$ cat config.mk
export PLATFORM = sky130hd
export DESIGN_NAME = gpu_core_sequencer
export DESIGN_NICKNAME = d
export VERILOG_FILES = /design/src/rtl/gpu_sequencer_pkg.sv /design/src/rtl/gpu_core_sequencer.sv
export SDC_FILE = /design/constraint.sdc
export NUM_CORES = 1
export LEC_CHECK = 0
export ABC_AREA = 1
export BUFFER_PORTS_ARGS = -buffer_cell sky130_fd_sc_hd__buf_4
export CORE_AREA = 2 2 115 117
export DETAILED_ROUTE_END_ITERATION = 10
export DIE_AREA = 0 0 117 119
export GPL_TIMING_DRIVEN = 0
export PLACE_DENSITY_LB_ADDON = 0.2
export SYNTH_ARGS = -nofsm -noshare
export SYNTH_HDL_FRONTEND = slang
export SYNTH_SLANG_ARGS = --single-unit
$ cat constraint.sdc
create_clock -name clock -period 2.2 [get_ports clock]
set_clock_uncertainty 0.2 [all_clocks]
set_input_delay 0.11 -clock clock [delete_from_list [all_inputs] [get_ports clock]]
set_output_delay 0.11 -clock clock [all_outputs]
set_load 0.005 [all_outputs]
$ cat src/rtl/gpu_sequencer_pkg.sv
// Shared definitions for the GPU core sequencer.
// Contents:
//   seq_state_e  - sequencer FSM states
//   cmd_type_e   - command header type field values
//   HDR_*        - bit positions of the command header fields
//   COUNT_W      - width of the header payload-count field
package gpu_sequencer_pkg;

  typedef enum logic [1:0] {
    ST_IDLE       = 2'd0,
    ST_LOAD       = 2'd1,
    ST_CORE_RESET = 2'd2,
    ST_RUN        = 2'd3
  } seq_state_e;

  typedef enum logic [1:0] {
    CMD_LOAD_INST = 2'b00,
    CMD_LOAD_DATA = 2'b01,
    CMD_START     = 2'b10,
    CMD_RESERVED  = 2'b11
  } cmd_type_e;

  localparam int HDR_TYPE_MSB  = 31;
  localparam int HDR_TYPE_LSB  = 30;
  localparam int HDR_COUNT_MSB = 29;
  localparam int HDR_COUNT_LSB = 16;
  localparam int HDR_ADDR_MSB  = 15;
  localparam int HDR_ADDR_LSB  = 0;
  localparam int COUNT_W       = HDR_COUNT_MSB - HDR_COUNT_LSB + 1;

endpackage

$ cat src/rtl/gpu_core_sequencer.sv
// Host-side controller for one GPU shader core.
// Accepts a valid/ready stream of header and payload words, writes instruction
// or data RAM images into the core over its ext_write port, then pulses the
// core reset and runs the core until it halts or the run times out.
// Ports:
//   clock, reset            - single clock, synchronous active-high reset
//   cmd_valid/ready/data    - host command stream (header or payload word)
//   core_reset_n, core_run  - core control
//   core_halted             - core status, only observed while running
//   ext_write_address/data  - core RAM write port (byte address)
//   ext_enable_write_inst   - one-cycle instruction RAM write strobe
//   ext_enable_write_data   - one-cycle data RAM write strobe
//   busy                    - sequencer not idle
//   done, timeout, error    - sticky status of last run / bad header
//   cycle_count             - run cycles of last/current run, saturating
module gpu_core_sequencer
  import gpu_sequencer_pkg::*;
#(
  parameter int ADDRESS_WIDTH  = 16,
  parameter int WORD_WIDTH     = 32,
  parameter int RESET_CYCLES   = 4,
  parameter int TIMEOUT_CYCLES = 1000000
) (
  input  logic                     clock,
  input  logic                     reset,
  input  logic                     cmd_valid,
  output logic                     cmd_ready,
  input  logic [WORD_WIDTH-1:0]    cmd_data,
  output logic                     core_reset_n,
  output logic                     core_run,
  input  logic                     core_halted,
  output logic [ADDRESS_WIDTH-1:0] ext_write_address,
  output logic [WORD_WIDTH-1:0]    ext_write_data,
  output logic                     ext_enable_write_inst,
  output logic                     ext_enable_write_data,
  output logic                     busy,
  output logic                     done,
  output logic                     timeout,
  output logic                     error,
  output logic [31:0]              cycle_count
);

  localparam int          RST_CNT_W   = $clog2(RESET_CYCLES + 1);
  localparam logic [31:0] TIMEOUT_LIM = 32'(TIMEOUT_CYCLES);

  function automatic logic [31:0] sat_inc(input logic [31:0] v);
    return (v == 32'hFFFF_FFFF) ? v : v + 32'd1;
  endfunction

  seq_state_e               state_q, state_d;
  logic [ADDRESS_WIDTH-1:0] addr_q, addr_d;
  logic [COUNT_W-1:0]       remain_q, remain_d;
  logic                     target_data_q, target_data_d;
  logic [RST_CNT_W-1:0]     rst_cnt_q, rst_cnt_d;
  logic                     core_reset_n_q, core_reset_n_d;
  logic                     core_run_q, core_run_d;
  logic [ADDRESS_WIDTH-1:0] wr_addr_q, wr_addr_d;
  logic [WORD_WIDTH-1:0]    wr_data_q, wr_data_d;
  logic                     wr_inst_q, wr_inst_d;
  logic                     wr_dat_q, wr_dat_d;
  logic                     done_q, done_d;
  logic                     timeout_q, timeout_d;
  logic                     error_q, error_d;
  logic [31:0]              cyc_q, cyc_d;

  cmd_type_e                hdr_type;
  logic [COUNT_W-1:0]       hdr_count;
  logic [ADDRESS_WIDTH-1:0] hdr_addr;
  logic                     accept;

  assign hdr_type  = cmd_type_e'(cmd_data[HDR_TYPE_MSB:HDR_TYPE_LSB]);
  assign hdr_count = cmd_data[HDR_COUNT_MSB:HDR_COUNT_LSB];
  // Word alignment: the two low address bits of the header are ignored.
  assign hdr_addr  = ADDRESS_WIDTH'(cmd_data[HDR_ADDR_MSB:HDR_ADDR_LSB])
                     & ~ADDRESS_WIDTH'(3);

  // Ready depends only on state; held low while reset is asserted so the
  // host never sees a handshake that reset would discard.
  assign cmd_ready = !reset && (state_q == ST_IDLE || state_q == ST_LOAD);
  assign accept    = cmd_valid && cmd_ready;

  always_comb begin
    state_d        = state_q;
    addr_d         = addr_q;
    remain_d       = remain_q;
    target_data_d  = target_data_q;
    rst_cnt_d      = rst_cnt_q;
    core_reset_n_d = core_reset_n_q;
    core_run_d     = core_run_q;
    wr_addr_d      = wr_addr_q;
    wr_data_d      = wr_data_q;
    wr_inst_d      = 1'b0;
    wr_dat_d       = 1'b0;
    done_d         = done_q;
    timeout_d      = timeout_q;
    error_d        = error_q;
    cyc_d          = cyc_q;

    case (state_q)
      ST_IDLE: begin
        core_reset_n_d = 1'b1;
        core_run_d     = 1'b0;
        if (accept) begin
          done_d    = 1'b0;
          timeout_d = 1'b0;
          case (hdr_type)
            CMD_LOAD_INST, CMD_LOAD_DATA: begin
              if (hdr_count != '0) begin
                state_d       = ST_LOAD;
                addr_d        = hdr_addr;
                remain_d      = hdr_count;
                target_data_d = (hdr_type == CMD_LOAD_DATA);
              end
            end
            CMD_START: begin
              state_d        = ST_CORE_RESET;
              core_reset_n_d = 1'b0;
              rst_cnt_d      = '0;
              cyc_d          = '0;
            end
            default: error_d = 1'b1;
          endcase
        end
      end

      ST_LOAD: begin
        if (accept) begin
          wr_addr_d = addr_q;
          wr_data_d = cmd_data;
          wr_inst_d = !target_data_q;
          wr_dat_d  = target_data_q;
          addr_d    = addr_q + ADDRESS_WIDTH'(4);
          remain_d  = remain_q - COUNT_W'(1);
          if (remain_q == COUNT_W'(1)) state_d = ST_IDLE;
        end
      end

      ST_CORE_RESET: begin
        rst_cnt_d = rst_cnt_q + RST_CNT_W'(1);
        if (rst_cnt_q == RST_CNT_W'(RESET_CYCLES - 1)) begin
          core_reset_n_d = 1'b1;
          core_run_d     = 1'b1;
          state_d        = ST_RUN;
        end
      end

      ST_RUN: begin
        cyc_d = sat_inc(cyc_q);
        // Halt takes priority over a timeout landing on the same cycle.
        if (core_halted) begin
          done_d     = 1'b1;
          core_run_d = 1'b0;
          state_d    = ST_IDLE;
        end else if (cyc_d == TIMEOUT_LIM) begin
          timeout_d  = 1'b1;
          core_run_d = 1'b0;
          state_d    = ST_IDLE;
        end
      end

      default: state_d = ST_IDLE;
    endcase
  end

  always_ff @(posedge clock) begin
    if (reset) begin
      state_q        <= ST_IDLE;
      addr_q         <= '0;
      remain_q       <= '0;
      target_data_q  <= 1'b0;
      rst_cnt_q      <= '0;
      core_reset_n_q <= 1'b0;
      core_run_q     <= 1'b0;
      wr_addr_q      <= '0;
      wr_data_q      <= '0;
      wr_inst_q      <= 1'b0;
      wr_dat_q       <= 1'b0;
      done_q         <= 1'b0;
      timeout_q      <= 1'b0;
      error_q        <= 1'b0;
      cyc_q          <= '0;
    end else begin
      state_q        <= state_d;
      addr_q         <= addr_d;
      remain_q       <= remain_d;
      target_data_q  <= target_data_d;
      rst_cnt_q      <= rst_cnt_d;
      core_reset_n_q <= core_reset_n_d;
      core_run_q     <= core_run_d;
      wr_addr_q      <= wr_addr_d;
      wr_data_q      <= wr_data_d;
      wr_inst_q      <= wr_inst_d;
      wr_dat_q       <= wr_dat_d;
      done_q         <= done_d;
      timeout_q      <= timeout_d;
      error_q        <= error_d;
      cyc_q          <= cyc_d;
    end
  end

  assign core_reset_n          = core_reset_n_q;
  assign core_run              = core_run_q;
  assign ext_write_address     = wr_addr_q;
  assign ext_write_data        = wr_data_q;
  assign ext_enable_write_inst = wr_inst_q;
  assign ext_enable_write_data = wr_dat_q;
  assign busy                  = (state_q != ST_IDLE);
  assign done                  = done_q;
  assign timeout               = timeout_q;
  assign error                 = error_q;
  assign cycle_count           = cyc_q;

endmodule

==> impl_metrics.toml, run 1 <==
[sta]
fmax_mhz = 421
worst_hold_slack_ns = 0.0821
maxSlewViolCount = 0
finalHoldViolCount = 0
tightest_slew_ns = 0.611
post-route-period-util_pct = 108
fin_crit_ns = 2.37
rsz0062_at_grt = "true"
setup_violations = 4
fin_tns_setup_ns = -0.561
maxSlewHeadroom_pct = 59.3
setup_ws_ns = -0.174

[cells_and_area]
nNetsFinal = 1184
multi_input_area_sq_um = 3720
stdcell_count = 1331
final_cell_area_sq_um = 8990
antenna_cells = 0
drive_gt1_share_pct = 27.8
post-route-util_pct = 69.8
syn2layout_area_growth_pct = 44.3
regArea_sq_um = 2450
fillers = 1099

[detailed_routing]
route.detailed.drc = 0
first_pass_iters = 7
wl_per_cell_um = 16.0
via_per_inst = 5.40
via_count = 7193
ant_nets = 0
wl_um = 21300
first_iter_violations = 687

[placement]
portBuffers = 122
dp.final_hpwl_um = 14200
dpl.cell_count = 1242
placed_cell_area_sq_um = 7390
globalplace.congestion = 0.980

[global_route]
grtUsageTotal_pct = 30.4
busiest_layer = "met2"
grt_max_degree = 17
grtUsageMet3_pct = 6.26
met2_usage_pct = 51.0
gr-total-overflow = 0
grt_pass1_vias = 6694
grt_pass1_wl_um = 33000
antenna_found_initial = 0
grt_util_met1_pct = 35.7

[synth]
synth.distinct_cells = 36
synth_area_sq_um = 6230
ys_seq_elements = 119
synthArstFlopShare_pct = 0
avgSynthCellArea_sq_um = 6.60
yosys_warnings = 0
synth_edf_count = 0
synth_ff_type = "dfxtp_1"
syn_inst = 943
synth.yosys.seq_area_share_pct = 38.2

[die]
io_pins = 125
core_sq_um = 12900
die_area_sq_um = 13900
die_w_um = 117
row_count = 42
die_h_um = 119
initial_core_util_pct = 48.4

[clock_network]
clockRootBuffer = "clkbuf_16"
clk_pin_slew_ns = 0.06
cts_buffer_depth = 2
cts_buffers = 17
insertion_delay_ns = 0.42
cts_tree = "built"
h-tree-depth = 4
clkSinkCount = 119

[setup_path]
start_kind = "flop"
cp-end-kind = "flop"
critPathMaxFanout = 6
worstPathArrival_ns = 2.49
setup.worst_path.class = "reg -> reg"
crit_required_ns = 2.32

[job]
cap_violations = 0

[power_and_ir_drop]
cellLeakagePower_nw = 3.84
ir_worst_vdd_mv = 0.536
p_per_area_nw_per_um2 = 746

[status]
violations = "setup timing"
status = "finished with violations"

[hold_path]
hp-class = "in -> reg"
## report_power, final
group | leakage, nW | switching [W] | total [W] | internal (W)
clock network | 0.301 | 0.00103 | 0.00293 | 0.00190
logic | 2.55 | 0.000815 | 0.00133 | 0.000519
registers | 0.985 | 0.000128 | 0.00244 | 0.00231
## worst paths after layout
path | cells after the start | slack [ns] | start | end
hold / removal | 6 | 0.08 | reset | error
setup / recovery | 17 | -0.17 | cycle_count[0] | state_q[1]
setup reg to reg | 17 | -0.17 | cycle_count[0] | state_q[1]
hold reg to reg | 1 | 0.21 | target_data_q | ext_enable_write_inst
## layout make-up
| type | instances | share of cell area [%] |
|---|---|---|
| Buffer | 47 | 2.67 |
| Timing Repair Buffer | 179 | 16.3 |
| Inverter | 68 | 2.92 |
| Clock buffer | 21 | 5.35 |
| Clock inverter | 11 | 1.61 |
| Tap cell | 176 | 2.45 |
| Sequential cell | 119 | 27.2 |
| Multi-Input combinational cell | 710 | 41.4 |
## metrics by stage
stage	setup WS [ns]	power [W]
final	-0.174	0.00671
after global routing	-0.291	0.00697
after CTS	-0.0701	0.00662
after detailed placement	-0.350	0.00365
after global placement	-0.322	0.00364
after floorplan	0.0267	0.00319
## repair_timing
action	4_1_cts	5_1_grt
gates resized for setup	94	70
gates cloned	2	0
hold buffers	35	0
setup endpoints to repair	102	102
setup buffers	10	10
pin swaps	21	23
endpoints found under the hold margin	68	0
## routing by layer
| metal | up-vias | share of wire (%) |
|---|---|---|
| li1 | 3471 | - |
| met2 | 330 | 49 |
| met1 | 3318 | 40 |
| met3 | 74 | 6.5 |
| met5 | - | 0 |
| met4 | 0 | 4.5 |
## flip-flops by register name (all words and copies together), names as in the netlist, 2 cells and up
name	cells
ext_write_address	14
rst_cnt_q	3
state_q	2
addr_q	14
ext_write_data	32
remain_q	14
cycle_count	32
## cell families (layout without fill, tap and decap cells)
logic type               Yosys count  in the layout  share of synthesized area, %
AO/OA/AOI/OAI                    210            210                          18.2
XOR/XNOR                          23             23                          3.23
adder cells (fa/ha/maj)            6              6                          1.21
buffers and inverters            115            326                          7.37
flip-flops                       119            119                          38.2
other                              1              2                        0.0602
AND/OR/NAND/NOR                  469            469                          31.7
## layout by cell type (no fill, tap or decap), drive strengths merged, types with 3 or more instances in the layout
| master | count |
|---|---|
| xnor2 | 10 |
| xor2 | 13 |
| inv | 69 |
| nand3 | 29 |
| a211oi | 8 |
| a21oi | 75 |
| o21ai | 103 |
| bufinv | 3 |
| or2 | 3 |
| buf | 153 |
| nor2 | 179 |
| clkbuf | 58 |
| dfxtp | 119 |
| nand2 | 233 |
| dlygate4sd3 | 35 |
| ha | 6 |
| clkinvlp | 3 |
| nand3b | 11 |
| nor3 | 3 |
| a221oi | 6 |
| nand4 | 8 |
| a22oi | 3 |
| clkinv | 4 |
| nor4 | 3 |
| a31oi | 9 |
## cells in the mapped netlist, types with 6 or more instances
master,n,area share (%)
a211oi_1,8,0.96
a21oi_1,75,6.0
a221oi_1,6,0.84
a31oi_1,9,0.90
clkbuf_1,38,2.3
dfxtp_1,119,38
ha_1,6,1.2
inv_1,65,3.9
nand2_1,224,13
nand2_2,6,0.60
nand3_1,28,2.2
nand3b_1,11,1.3
nand4_1,8,0.80
nor2_1,170,10
nor2_2,6,0.60
o21ai_0,103,8.3
xnor2_1,10,1.4
xor2_1,13,1.8
## critical path, stage by stage (launching register included)
cell and delay, ns:
dfxtp_4 0.37, ha_4 0.15, inv_4 0.04, nor2_8 0.17
nand2_4 0.09, nor2_8 0.18, nand2_8 0.09, buf_8 0.16
nand2_4 0.08, nand2_2 0.05, nor2_2 0.11, nand2_2 0.07
nor2_2 0.10, nand2_2 0.09, nand2_4 0.11, nand3_2 0.07
nand2_1 0.08, nor2_1 0.04
(Power assumes the default switching activity.)
==> inputs of run 2 (changes only) <==
--- a/config.mk
+++ b/config.mk
@@ -7,11 +7,12 @@
 export LEC_CHECK = 0
 export ABC_AREA = 1
 export BUFFER_PORTS_ARGS = -buffer_cell sky130_fd_sc_hd__buf_4
-export CORE_AREA = 2 2 115 117
+export CORE_AREA = 2 2 105 107
 export DETAILED_ROUTE_END_ITERATION = 10
-export DIE_AREA = 0 0 117 119
+export DIE_AREA = 0 0 107 109
 export GPL_TIMING_DRIVEN = 0
 export PLACE_DENSITY_LB_ADDON = 0.2
+export RECOVER_POWER = 50
 export SYNTH_ARGS = -nofsm -noshare
 export SYNTH_HDL_FRONTEND = slang
 export SYNTH_SLANG_ARGS = --single-unit
==> constraint.sdc (replaced) <==
create_clock -name clock -period 2.96 [get_ports clock]
set_clock_uncertainty 0.2 [all_clocks]
set_input_delay 0.148 -clock clock [delete_from_list [all_inputs] [get_ports clock]]
set_output_delay 0.148 -clock clock [all_outputs]
set_load 0.005 [all_outputs]
==> run 2 against run 1 <==
  * Maximum frequency shrank 11%
  * Register-to-register slack gained 0.45 ns
  * Highest routed layer unchanged
  * Count of clock-buffer cells in the layout shrank 4
  * Sequential share of layout area grew 1.6 points
  * Clock power shrank 28%
  * The flow now finishes without violations
==> impl_metrics.toml, run 2 (same netlist as run 1, synthesis figures left out) <==
[setup_path]
path_cells = "ha_4 -> inv_2 -> nor2_8 -> inv_1 -> nor2_1 -> nand2_1 -> nand2_1 -> nand2_1 -> nor2_1 -> nand2_1 -> nor2_1 -> nand2_1 -> nor2_1 -> nand2_2 -> nand2_4 -> nand3_1 -> nand2_1 -> nor2_1"
r2r_start = "cycle_count[1]"
start_kind = "flop"
crit_required_ns = 3.18
cpMostUsedCell = "nand2_1"
worstPathArrival_ns = 2.91
setup.worst_path.class = "reg -> reg"
rrSetupSlack_ns = 0.28
critical_path.max_stage_delay_ns = 0.47
cp_slowest_cell = "dfxtp_1"
cp-end-kind = "flop"
critPathMaxFanout = 6
reg2reg_depth = 18
r2r-end = "state_q[0]"

[sta]
fin_tns_setup_ns = 0
rsz0062_at_grt = "false"
maxSlewViolCount = 0
tightest_slew_ns = 0.873
fmax_mhz = 373
setup_ws_ns = 0.278
setup_violations = 0
finalHoldViolCount = 0
maxSlewHeadroom_pct = 41.6
post-route-period-util_pct = 90.6
fin_crit_ns = 2.68

[clock_network]
cts_tree = "built"
clk_pin_slew_ns = 0.06
insertion_delay_ns = 0.54
post-cts-setup-buffer-count = 0
h-tree-depth = 4
clkSinkCount = 119
clockRootBuffer = "clkbuf_8"
cts_buffer_depth = 2
cts_buffers = 17

[global_route]
grt_max_degree = 17
grt_pass1_wl_um = 32300
grt_pass1_vias = 6846
grtUsageTotal_pct = 35.5
gr-total-overflow = 0
antenna_found_initial = 0

[cells_and_area]
drive_gt1_share_pct = 16.0
final_common_cell = "nand2_1"
layout_common_cells = "224 x nand2_1, 170 x nor2_1, 118 x dfxtp_1"
antenna_cells = 0
nNetsFinal = 1162
syn2layout_area_growth_pct = 32.5

[detailed_routing]
first_pass_iters = 8
first_iter_violations = 570
route.detailed.drc = 0
wl_um = 20400
ant_nets = 0
top_layer = "met4"
wl_per_cell_um = 16.0
via_per_inst = 5.62
via_count = 7157
m1WireLength_um = 7530
met2_length_um = 10100
wl_met3_um = 1650

[hold_path]
hp-class = "in -> reg"
hold_depth = 4
min_to = "ext_write_data[0]"
min-delay-start = "cmd_data[0]"

[power_and_ir_drop]
cellLeakagePower_nw = 3.51
ir_worst_vdd_mv = 0.404
p_per_area_nw_per_um2 = 588
switching_share_pct = 30.7
pwr-share-comb_pct = 19.3
seq_power_share_pct = 37.4
p_int_w = 0.00336
p_switching_w = 0.00149
power_frac_clock_pct = 43.3

[die]
die_area_sq_um = 11700
initial_core_util_pct = 58.7
die_w_um = 107
die_h_um = 109
row_count = 38
io_pins = 125
core_sq_um = 10600

[placement]
pre_cts_ws_ns = 0.161
portBuffers = 122
dp.final_hpwl_um = 13800
globalplace.congestion = 1.11

[status]
status = "complete, no violations"

[job]
cap_violations = 0
run 2: how the worst max path moves through the flow:
| stage | startpoint | to | slack [ns] | depth (start not counted) |
|---|---|---|---|---|
| floorplan | cycle_count[0] | state_q[0] | 0.59 | 17 |
| global placement | cycle_count[0] | state_q[0] | 0.16 | 18 |
| detailed placement | cycle_count[0] | state_q[1] | 0.16 | 18 |
| CTS | cycle_count[0] | state_q[1] | 0.11 | 18 |
| global route | cycle_count[1] | state_q[0] | 0.04 | 18 |
| finish | cycle_count[1] | state_q[0] | 0.28 | 18 |
run 2: worst max-delay path, delay by kind of cell (launching register included):
| kind | cells | cell delay (ns) |
|---|---|---|
| and+or+nand+nor | 15 | 1.52 |
| buffers and inverters | 2 | 0.14 |
| adders and majority gates | 1 | 0.23 |
| DFF | 1 | 0.47 |
run 2: stage by stage:
stage	power [W]	instance area [sq um]	std cells	utilization, %	hold slack [ns]
global route	0.00503	8250	1273	77.8	0.188
floorplan	0.00237	6230	944	-	0.0470
detailed placement	0.00271	7320	1206	69.1	0.176
global placement	0.00270	7320	1206	69.1	0.174
finish	0.00485	8250	1273	77.8	0.189
CTS	0.00481	8270	1273	78.0	0.175
run 2: layout make-up:
type | instances | area (sq um)
multi-input combinational | 710 | 3400
inverter | 68 | 255
tap | 140 | 175
fill | 829 | 2350
sequential | 119 | 2380
clock inverter | 15 | 179
clock buffer | 17 | 414
timing repair buffer | 157 | 1240
buffer | 47 | 204
run 2: repair_timing:
| action | 4_1_cts | 5_1_grt |
|---|---|---|
| endpoints found under the setup margin | 0 | 4 |
| endpoints found under the hold margin | 70 | 0 |
| gates resized for setup | 0 | 3 |
| hold buffers | 35 | 0 |
run 2: layer usage:
layer  up-vias  global-route usage (%)
li1       3425                       -
met3       101                    7.41
met4         0                    22.4
met2       405                    62.3
met1      3226                    39.3
met5         -                       0
run 2: power by group through the flow:
stage	clock (W)	combinational, W	sequential [W]
finish	0.00210	0.000935	0.00182
global route	0.00217	0.00102	0.00183
CTS	0.00208	0.000915	0.00181
detailed placement	0	0.000872	0.00184
global placement	0	0.000854	0.00184
floorplan	0	0.000537	0.00183
